**src/rtl/muldiv_sequencer.sv**
```systemverilog
// muldiv_sequencer: iterative MULT/MULTU/DIV/DIVU engine that owns the HI/LO
// registers. One iteration per cycle; Busy covers the whole operation so the
// hazard logic can stall MFHI/MFLO and any new mul/div until Done.
module muldiv_sequencer #(
  parameter int DATA_WIDTH = 32
) (
  input  logic                  Clk,
  input  logic                  Reset,
  input  logic                  Start,
  input  logic [1:0]            Op,
  input  logic [DATA_WIDTH-1:0] A,
  input  logic [DATA_WIDTH-1:0] B,
  input  logic                  HiWrite,
  input  logic                  LoWrite,
  input  logic [DATA_WIDTH-1:0] WrData,
  output logic                  Busy,
  output logic                  Done,
  output logic [DATA_WIDTH-1:0] Hi,
  output logic [DATA_WIDTH-1:0] Lo
);

  localparam int N  = DATA_WIDTH;
  localparam int CW = $clog2(N + 1);
  localparam logic [CW-1:0] LastCnt = CW'(N - 1);

  typedef enum logic [1:0] {IDLE, CALC, FIX} state_t;

  state_t         state_q, state_d;
  logic [CW-1:0]  cnt_q, cnt_d;
  logic           isDiv_q, isDiv_d;
  logic           negMain_q, negMain_d;
  logic           negRem_q, negRem_d;
  logic           divZero_q, divZero_d;
  logic [N-1:0]   opnd_q, opnd_d;
  logic [N-1:0]   workHi_q, workHi_d;
  logic [N-1:0]   workLo_q, workLo_d;
  logic [N-1:0]   hi_q, hi_d;
  logic [N-1:0]   lo_q, lo_d;
  logic           done_q, done_d;

  logic           aNeg, bNeg;
  logic [N-1:0]   magA, magB;
  logic [N-1:0]   addend;
  logic [N:0]     mulSum;
  logic [N:0]     remShift;
  logic           remFits;
  logic [2*N-1:0] mulProd;
  logic [N-1:0]   fixQuo, fixRem;

  // Operand magnitudes, one mul/div iteration, and the sign fix-up results.
  // The magnitude of an N+1-bit sign-extended operand always fits in N bits,
  // so the most negative value needs no special casing.
  always_comb begin
    aNeg     = ~Op[0] & A[N-1];
    bNeg     = ~Op[0] & B[N-1];
    magA     = aNeg ? -A : A;
    magB     = bNeg ? -B : B;
    addend   = workLo_q[0] ? opnd_q : '0;
    mulSum   = {1'b0, workHi_q} + {1'b0, addend};
    remShift = {workHi_q, workLo_q[N-1]};
    remFits  = (remShift >= {1'b0, opnd_q});
    mulProd  = {workHi_q, workLo_q};
    if (negMain_q) mulProd = -mulProd;
    fixQuo   = negMain_q ? -workLo_q : workLo_q;
    if (divZero_q) fixQuo = '1;
    fixRem   = negRem_q ? -workHi_q : workHi_q;
  end

  // Next-state logic: IDLE accepts Start and MTHI/MTLO, CALC iterates,
  // FIX applies signs and writes HI/LO.
  always_comb begin
    state_d   = state_q;
    cnt_d     = cnt_q;
    isDiv_d   = isDiv_q;
    negMain_d = negMain_q;
    negRem_d  = negRem_q;
    divZero_d = divZero_q;
    opnd_d    = opnd_q;
    workHi_d  = workHi_q;
    workLo_d  = workLo_q;
    hi_d      = hi_q;
    lo_d      = lo_q;
    done_d    = 1'b0;
    case (state_q)
      IDLE: begin
        if (HiWrite) hi_d = WrData;
        if (LoWrite) lo_d = WrData;
        if (Start) begin
          isDiv_d   = Op[1];
          negMain_d = aNeg ^ bNeg;
          negRem_d  = aNeg;
          divZero_d = (B == '0);
          opnd_d    = Op[1] ? magB : magA;
          workLo_d  = Op[1] ? magA : magB;
          workHi_d  = '0;
          cnt_d     = '0;
          state_d   = CALC;
        end
      end
      CALC: begin
        if (isDiv_q) begin
          workHi_d = remFits ? N'(remShift - {1'b0, opnd_q}) : remShift[N-1:0];
          workLo_d = {workLo_q[N-2:0], remFits};
        end else begin
          workHi_d = mulSum[N:1];
          workLo_d = {mulSum[0], workLo_q[N-1:1]};
        end
        cnt_d = cnt_q + CW'(1);
        if (cnt_q == LastCnt) state_d = FIX;
      end
      FIX: begin
        if (isDiv_q) begin
          hi_d = fixRem;
          lo_d = fixQuo;
        end else begin
          hi_d = mulProd[2*N-1:N];
          lo_d = mulProd[N-1:0];
        end
        done_d  = 1'b1;
        state_d = IDLE;
      end
      default: state_d = IDLE;
    endcase
  end

  // State register; reset abandons any operation and clears HI/LO.
  always_ff @(posedge Clk) begin
    if (Reset) begin
      state_q   <= IDLE;
      cnt_q     <= '0;
      isDiv_q   <= 1'b0;
      negMain_q <= 1'b0;
      negRem_q  <= 1'b0;
      divZero_q <= 1'b0;
      opnd_q    <= '0;
      workHi_q  <= '0;
      workLo_q  <= '0;
      hi_q      <= '0;
      lo_q      <= '0;
      done_q    <= 1'b0;
    end else begin
      state_q   <= state_d;
      cnt_q     <= cnt_d;
      isDiv_q   <= isDiv_d;
      negMain_q <= negMain_d;
      negRem_q  <= negRem_d;
      divZero_q <= divZero_d;
      opnd_q    <= opnd_d;
      workHi_q  <= workHi_d;
      workLo_q  <= workLo_d;
      hi_q      <= hi_d;
      lo_q      <= lo_d;
      done_q    <= done_d;
    end
  end

  assign Busy = (state_q != IDLE);
  assign Done = done_q;
  assign Hi   = hi_q;
  assign Lo   = lo_q;

endmodule

```
**config.mk**
```make
export PLATFORM = sky130hd
export DESIGN_NAME = muldiv_sequencer
export DESIGN_NICKNAME = d
export VERILOG_FILES = /design/src/rtl/muldiv_sequencer.sv
export SDC_FILE = /design/constraint.sdc
export NUM_CORES = 1
export LEC_CHECK = 0
export BUFFER_PORTS_ARGS = -buffer_cell sky130_fd_sc_hd__buf_2
export CAP_MARGIN = 25
export CORE_MARGIN = 2
export CORE_UTILIZATION = 35
export CTS_BUF_LIST = sky130_fd_sc_hd__clkbuf_2
export CTS_CLUSTER_SIZE = 40
export DETAILED_ROUTE_END_ITERATION = 8
export GPL_TIMING_DRIVEN = 0
export PLACE_DENSITY = 0.63
export SYNTH_ARGS = -nofsm -noshare
export SYNTH_HDL_FRONTEND = slang
export SYNTH_SLANG_ARGS = --single-unit
```
**constraint.sdc**
```tcl
create_clock -name Clk -period 4.36 [get_ports Clk]
set_input_delay 0.218 -clock Clk [delete_from_list [all_inputs] [get_ports Clk]]
set_output_delay 0.218 -clock Clk [all_outputs]
set_load 0.02 [all_outputs]
```
After elaboration in Yosys (flattened, before gate mapping):

Cells that the tools add are included.
W data, S select, Z words.

* word-level logic and storage cells: 70
* bits in registers: 173
* output and inout bits: 66

* add/subtract/negate cells: 8
* bitwise logic cells: 4
* reduce and logical (&&, ||, !) cells: 10
* mux-type cells: 28
* equality and inequality tests: 7
* order comparisons: 1

Operators by type and width (count)
* $mux W32: 17
* $pmux W32 S2: 4
* $neg A32 Y32: 4
* $mux W64: 1
* $neg A64 Y64: 1
* $add A32 B32 Y33: 1
* $ge A33 B32 Y1: 1
* $logic_not A32 Y1: 1
* $sub A32 B32 Y32: 1
* $pmux W6 S2: 1
* $reduce_and A2 Y1: 5
* $ne A2 B2 Y1 const B: 4
* $add A6 B1 Y6 const B: 1
* $eq A6 B5 Y1 const B: 1
* $mux W6: 1
* $reduce_bool A2 Y1: 3
* $mux W2: 2
* $pmux W2 S2: 1
* $and A1 B1 Y1: 2
* $eq A2 B1 Y1 const B: 1
* $eq A2 B2 Y1 const B: 1
* $logic_not A2 Y1: 1
* $mux W1: 1
* $not A1 Y1: 1
* $xor A1 B1 Y1: 1

Longest topological paths before layout:

Gate-level depths: netlist of the first run.

* word-level depth: 6
* gate-level depth with buffers: 15

Worst setup path before layout of the first run:

Ideal clock, no wire load.

* path kind: flip-flop to flip-flop
* start: reg workLo_q[0]
* end: reg workHi_q[30]
* path slack: 1179 ps
* data arrival time: 3044 ps
* clock period less this slack: 3181 ps
* required time: 4222 ps
* cell stages (with the launch flop): 16
* path through: dfxtp_1 clkbuf_1 inv_1 clkbuf_1 nor2_1 ha_1 clkbuf_1 a21oi_1 a21boi_0 a2111oi_0 nand3_1 a31oi_1 nor4b_1 or3_1 xnor2_1 o221ai_1

* longest elaborated chain between the ends: 4

Ends and longest elaborated chain
* start, declared: line 36 `logic [N-1:0] workLo_q, workLo_d;`
* start signal, assigned: line 150 `workLo_q <= workLo_d;`
* $mux W32: line 58 `addend = workLo_q[0] ? opnd_q : '0;`
* $add A32 B32 Y33: line 59 `mulSum = {1'b0, workHi_q} + {1'b0, addend};`
* $mux W32: line 101 `if (isDiv_q) begin`
* $pmux W32 S2: line 84 `case (state_q)`
* end signal, assigned: line 149 `workHi_q <= workHi_d;`
* end, declared: line 35 `logic [N-1:0] workHi_q, workHi_d;`

No other way between the ends.
A chain may end at the register's enable or synchronous reset.

Final worst setup path of the first run:

* start: reg workLo_q[0]
* end: reg workHi_q[25]

Same word-level chain as after synthesis.

==> impl_results.md, run 1 <==
- CP Data Required Time: 5130 ps
- I/O pins: about 170
- Fraction of layout instances using a drive strength above 1: 10.5%
- Worst Hold Launch: B[7]
- FP Rows: 74
- Post-CTS setup buffers: 0
- Cells after synthesis: ~2,000
- Power Density: 266 mW/mm^2
- Hold Vio Cnt, Final: 0
- Sequential share of the synthesized area: 23.9%
- Clock Skew: between 50 and 60 ps
- Status: finished clean
- Gp weighted congestion: 1.02
- Slew headroom: a little under two fifths
- Largest cells by area after synthesis: dfxtp_1 24%, a21oi_1 6.8%, nor2_1 6.0%
- DR pass1 iterations: 6
- Minimum clock period: roughly 4000 ps
- Total die area: approximately 0.043 sq mm
- Clock root buffer: clkbuf_2
- CTS Buf Count: 17
- Grt ovf: 0
- TritonCTS clock tree: built
- Max Fclk: approximately 0.25 GHz
- CP max FO: 10
- Worst hold path depth: 5
- CTS Buffer Depth: 2
- Die W: slightly above 200 um
- DRC Markers: 0
- FF-to-FF path depth: 13
- Mapped Area: between 0.01 and 0.015 sq mm
- Number of antenna violations at the first check in global routing: 1
- Ys async rst share: 0%
- Yosys top cell by area: dfxtp_1
- Nets@finish: roughly 2,500
- Final period utilization: around 90%
- Synthesized flop and latch total: about 170
- Clk sinks: 173
- Post-synthesis area per instance: between 7 and 8 sq um
- Worst setup startpoint: workLo_q[0]
- Critical path, cell by cell: inv_1 -> clkbuf_1 -> nor2_1 -> ha_1 -> o21ai_0 -> a21oi_1 -> o31ai_1 -> nand4b_1 -> a311o_1 -> a21oi_1 -> nand2b_1 -> a21oi_1 -> o211ai_1
- Vias in the first global route: between 15,000 and 20,000
- RSZ-0062 raised after global routing: no
- Top post-synthesis cells by count: 232 x nor2_1, 218 x nand2_1, 196 x a21oi_1, 173 x dfxtp_1, 127 x clkbuf_1
- Post-synth EDFFs: 0
- Power, Total: around 4600 uW
- Max stage delay on crit path: between 600 and 700 ps
- CORE AREA: approximately 0.041 sq mm
- Post-synth top flop: dfxtp_1
- First-pass GRT wire length: ~100 mm
- Worst reg2reg path startpoint: workLo_q[0]
- Skew-Pair Late Insertion Delay: about 850 ps
- IO buf count: around 170
- Initial Util: a little over a third
- Critical path's slowest cell: o31ai_1
- Placed Area: between 0.015 and 0.02 sq mm
- Slew of the pin with the lowest slew margin: between 900 and 1000 ps
- DRT iter0 DRCs: about 2,000
- Synth warn: 0
- CTS clk-pin slew, worst paths: around 280 ps
- Count leader, synth: nor2_1
- CP endpoint kind: register
- Post-DP HPWL: roughly 52 mm
- Hold WS: approximately 60 ps
- Layout area overhead: 19.5%
- Mapped Nets: between 2,000 and 2,500
- Data arrival, critical path: ~4800 ps
- Top cell type's share of synthesized area: 23.9%
- Vias post-DR: 17,000
- DIE HEIGHT: 208 um
- Max cap viols: 0
- Design area: 0.0173 sq mm
- H-tree depth: 4
- Hold Path Class: in -> reg
- WS Path Type: reg -> reg
- WL final: between 60 and 70 mm
- Worst Setup Start Kind: register
- Yosys cell types: 82
- Gr usage total: a little under 30%
- Max-slew violations: 0
- CP dominant cell by count: a21oi_1
- Post-DR wirelength/cell: 23.0 um
- Routed Antenna Nets: 0
- Worst-case vdd ir drop: roughly 0.15 mV
- Largest net degree at the start of global routing: 17
- Vias per cell: approximately 6.0
- Final setup fails: 0
- Leak: between 0.006 and 0.007 uW
==> cell type report <==
cell class | count | area [sq um]
Tap cell | 532 | 666
Fill cell | 4258 | 23500
Buffer | 138 | 539
Sequential cell | 173 | 3460
Multi-Input combinational cell | 1613 | 10300
Timing Repair Buffer | 273 | 1900
Antenna cell | 1 | 2.50
Clock buffer | 17 | 85.1
Inverter | 66 | 248
Clock inverter | 15 | 160
==> critical path, delay by kind of cell (launching register included) <==
kind	cells	cell delay, ps
fa+ha+maj	1	350
flops	1	460
simple gates	3	700
buf+inv	2	600
compound gates	7	1840
==> cell usage in the layout (no fill, tap or decap), types with 11 or more instances in the layout <==
cell type	instances
buf_2	170
a2111oi_0	17
dfxtp_1	172
nand4_1	18
ha_1	69
clkbuf_1	125
o221ai_1	33
a21o_1	29
dlygate4sd3_1	106
nor2b_1	17
a311oi_1	13
a211oi_1	67
o31ai_1	26
xnor2_1	93
or3_1	15
a31oi_1	18
and3_1	11
nor3_1	32
o211ai_1	33
nor2_1	232
a22oi_1	13
o21ai_0	120
nand2b_1	27
a221oi_1	11
clkbuf_2	18
xor2_1	73
a21oi_1	196
inv_1	65
nand3_1	32
nor4_1	12
nand2_1	218
mux2i_1	40
==> per-stage QoR <==
stage                     util (%)  instances  TNS, ps  setup WS [ps]
after floorplan                  -       1991        0           1180
after global placement        39.2       2689        0           11.7
after detailed placement      39.2       2690     -191           -107
after CTS                     42.4       2827        0           10.3
after global routing          42.5       2828        0           25.0
final                         42.5       2828        0            342
==> report_power, final <==
part           switching, uW  internal [uW]  total (uW)
sequential               121           1690        1820
clock                    667            274         941
combinational           1180            675        1850
total                   1960           2640        4610
==> worst paths after layout <==
path | end | slack [ps]
worst max register to register | workHi_q[25] | 340
worst max-delay path | workHi_q[25] | 340
worst min register to register | Lo[3] | 470
worst min-delay path | workLo_q[7] | 60
==> routing by layer <==
| layer | wire length, um | vias to the layer above | GRT usage, % | share of wire [%] |
|---|---|---|---|---|
| met4 | 2810 | 0 | 11.5 | 4.3 |
| met1 | 27500 | 7986 | 38.9 | 42 |
| met2 | 28400 | 991 | 46.1 | 44 |
| met3 | 6400 | 169 | 5.46 | 9.8 |
| met5 | 0 | - | 0 | 0 |
| li1 | - | 7836 | - | - |
==> logic make-up after synthesis <==
| family | synth area share (%) |
|---|---|
| AOI/OAI and AO/OA | 29.4 |
| xor gates and xnor gates | 10.0 |
| adders and majority gates | 6.23 |
| buffers and inverters | 5.44 |
| DFF | 23.9 |
| muxes | 3.38 |
| and+or+nand+nor | 21.7 |
==> sequential cells by signal (all words and copies together) (netlist names) <==
name / flops
divZero_q: 1
cnt_q: 6
negMain_q: 1
state_q: 2
negRem_q: 1
workHi_q: 32
workLo_q: 32
Hi: 32
opnd_q: 32
isDiv_q: 1
Lo: 32
Done: 1
==> repair_timing <==
action / CTS / global route
gates cloned: 0 / 0
gates resized for setup: 1 / 4
endpoints found under the hold margin: 113 / 1
hold buffers: 105 / 1
setup endpoints to repair: 5 / 25
(Power assumes the default switching activity.)
==> run 2: changes to the inputs <==
SETUP_SLACK_MARGIN = 0.5   (was default)
==> run 2 against run 1 <==
  * Critical path type unchanged
  * Clock-buffer cell count unchanged
  * Via count up 0.68%
  * Die area stayed put
==> impl_results.md, run 2 (synthesis gave the netlist of run 1 again) <==
- Total die area: between 0.04 and 0.05 sq mm
- Commonest non-fill, non-tap cell in the layout: nor2_1
- Grt ovf: 0
- CP endpoint kind: register
- CP max FO: 10
- Largest net degree at the start of global routing: 17
- Worst-case vdd ir drop: ~0.15 mV
- Hold Vio Cnt, Final: 0
- Final setup TNS: 0 ps
- Data arrival, critical path: 4400 ps
- Worst Setup Start Kind: register
- RSZ-0062 raised after global routing: yes
- Gp weighted congestion: around 1
- Total area of multi-input combinational cells: 0.0104 sq mm
- Dpl ws: -107 ps
- Gr usage total: ~29%
- Initial Util: about 36%
- Minimum clock period: approximately 3700 ps
- CP Data Required Time: approximately 5100 ps
- Power Density: between 200 and 300 mW/mm^2
- Max-slew violations: 0
- DR pass1 iterations: 6
- Placed Area: 0.0160 sq mm
- Skew-Pair Late Insertion Delay: between 800 and 900 ps
- TritonCTS clock tree: built
- DRT iter0 DRCs: about 2,000
- Status: finished clean
- Leak: 0.00694 uW
- Hold Path Class: in -> reg
- DIE HEIGHT: between 200 and 250 um
- Final period utilization: a little over four fifths
- Vias per cell: around 6
- Final setup fails: 0
- CTS clk-pin slew, worst paths: about 280 ps
- Post-DP HPWL: 52.0 mm
- H-tree depth: 4
- Post-DR wirelength/cell: between 20 and 25 um
- IO buf count: between 150 and 200
- Clk sinks: roughly 170
- FP Rows: 74
- First-pass GRT wire length: about 100 mm
- Slew headroom: a little under two fifths
- CTS Buffer Depth: 2
- Max Fclk: approximately 0.27 GHz
- Fill cells: 4,256
- Clock Skew: about 55 ps
- WS Path Type: reg -> reg
- Routed Antenna Nets: 0
- Most frequent cells in the layout: 232 x nor2_1, 218 x nand2_1, 195 x a21oi_1, 172 x dfxtp_1, 171 x buf_2
- WL final: ~65 mm
- Max cap viols: 0
- Fraction of layout instances using a drive strength above 1: between 10% and 20%
- DRC Markers: 0
- Design area: ~0.017 sq mm
- Nets@finish: approximately 2,500
- Storage element area: 0.00346 sq mm
- Vias post-DR: ~17,000
- Setup ws final: ~700 ps
- CTS Buf Count: 17
- Layout area overhead: 20.4%
- Vias in the first global route: between 15,000 and 20,000
- Die W: about 210 um
- Clock root buffer: clkbuf_2
- Slew of the pin with the lowest slew margin: 928 ps
- Number of antenna violations at the first check in global routing: 1
- CORE AREA: roughly 0.04 sq mm
- I/O pins: roughly 170
==> run 2: area by class of cell <==
type | count | area share, %
antenna | 1 | 0.0143
multi-input combinational | 1613 | 59.3
clock inverter | 15 | 0.917
sequential | 173 | 19.8
timing repair buffer | 278 | 11.1
inverter | 66 | 1.42
buffer | 139 | 3.15
tap | 532 | 3.81
clock buffer | 17 | 0.487
==> run 2: stage by stage <==
stage               power, uW  std cells  hold WS, ps  util [%]
floorplan                2930       1991          377         -
global placement         3520       2689          440      39.2
detailed placement       3540       2690          446      39.2
CTS                      4550       2827         9.03      42.5
global route             4830       2834         13.6      42.8
finish                   4630       2834         66.0      42.8
==> run 2: final timing paths <==
check	start	end	slack (ps)	cells past startpoint
setup / recovery	workHi_q[5]	workHi_q[29]	690	12
hold / removal	A[9]	workLo_q[9]	70	6
setup reg to reg	workHi_q[5]	workHi_q[29]	690	12
hold reg to reg	Lo[3]	Lo[3]	470	2
==> run 2: critical path: stages, from the launching register on <==
cell      delay, ps
dfxtp_1         710
ha_1            290
nand2_1         240
a211oi_2        440
o21ai_0         140
o211ai_1        200
o21ai_1         250
o31ai_4         280
buf_4           160
clkbuf_2        370
o22ai_1         150
a22oi_1         230
o21ai_0         110
==> run 2: what timing repair did <==
| action | CTS | global route |
|---|---|---|
| hold buffers | 105 | 1 |
| buffers inserted | 0 | 5 |
| pin swaps | 1 | 5 |
| endpoints found under the hold margin | 113 | 1 |
| endpoints found under the setup margin | 32 | 22 |
| resized for setup | 10 | 18 |
==> run 2: report_power, final <==
part           switching, uW  leakage (uW)  total [uW]  internal, uW
sequential               119       0.00142        1810          1690
clock                    670      0.000142         944           274
combinational           1180       0.00538        1870           684
==> run 2: per-layer routing <==
metal	track usage, %	wire length (um)	up-vias
met1	39.0	27400	8067
met2	46.1	28600	1013
li1	-	-	7849
met3	5.58	6600	168
met4	11.5	2750	0
met5	0	0	-
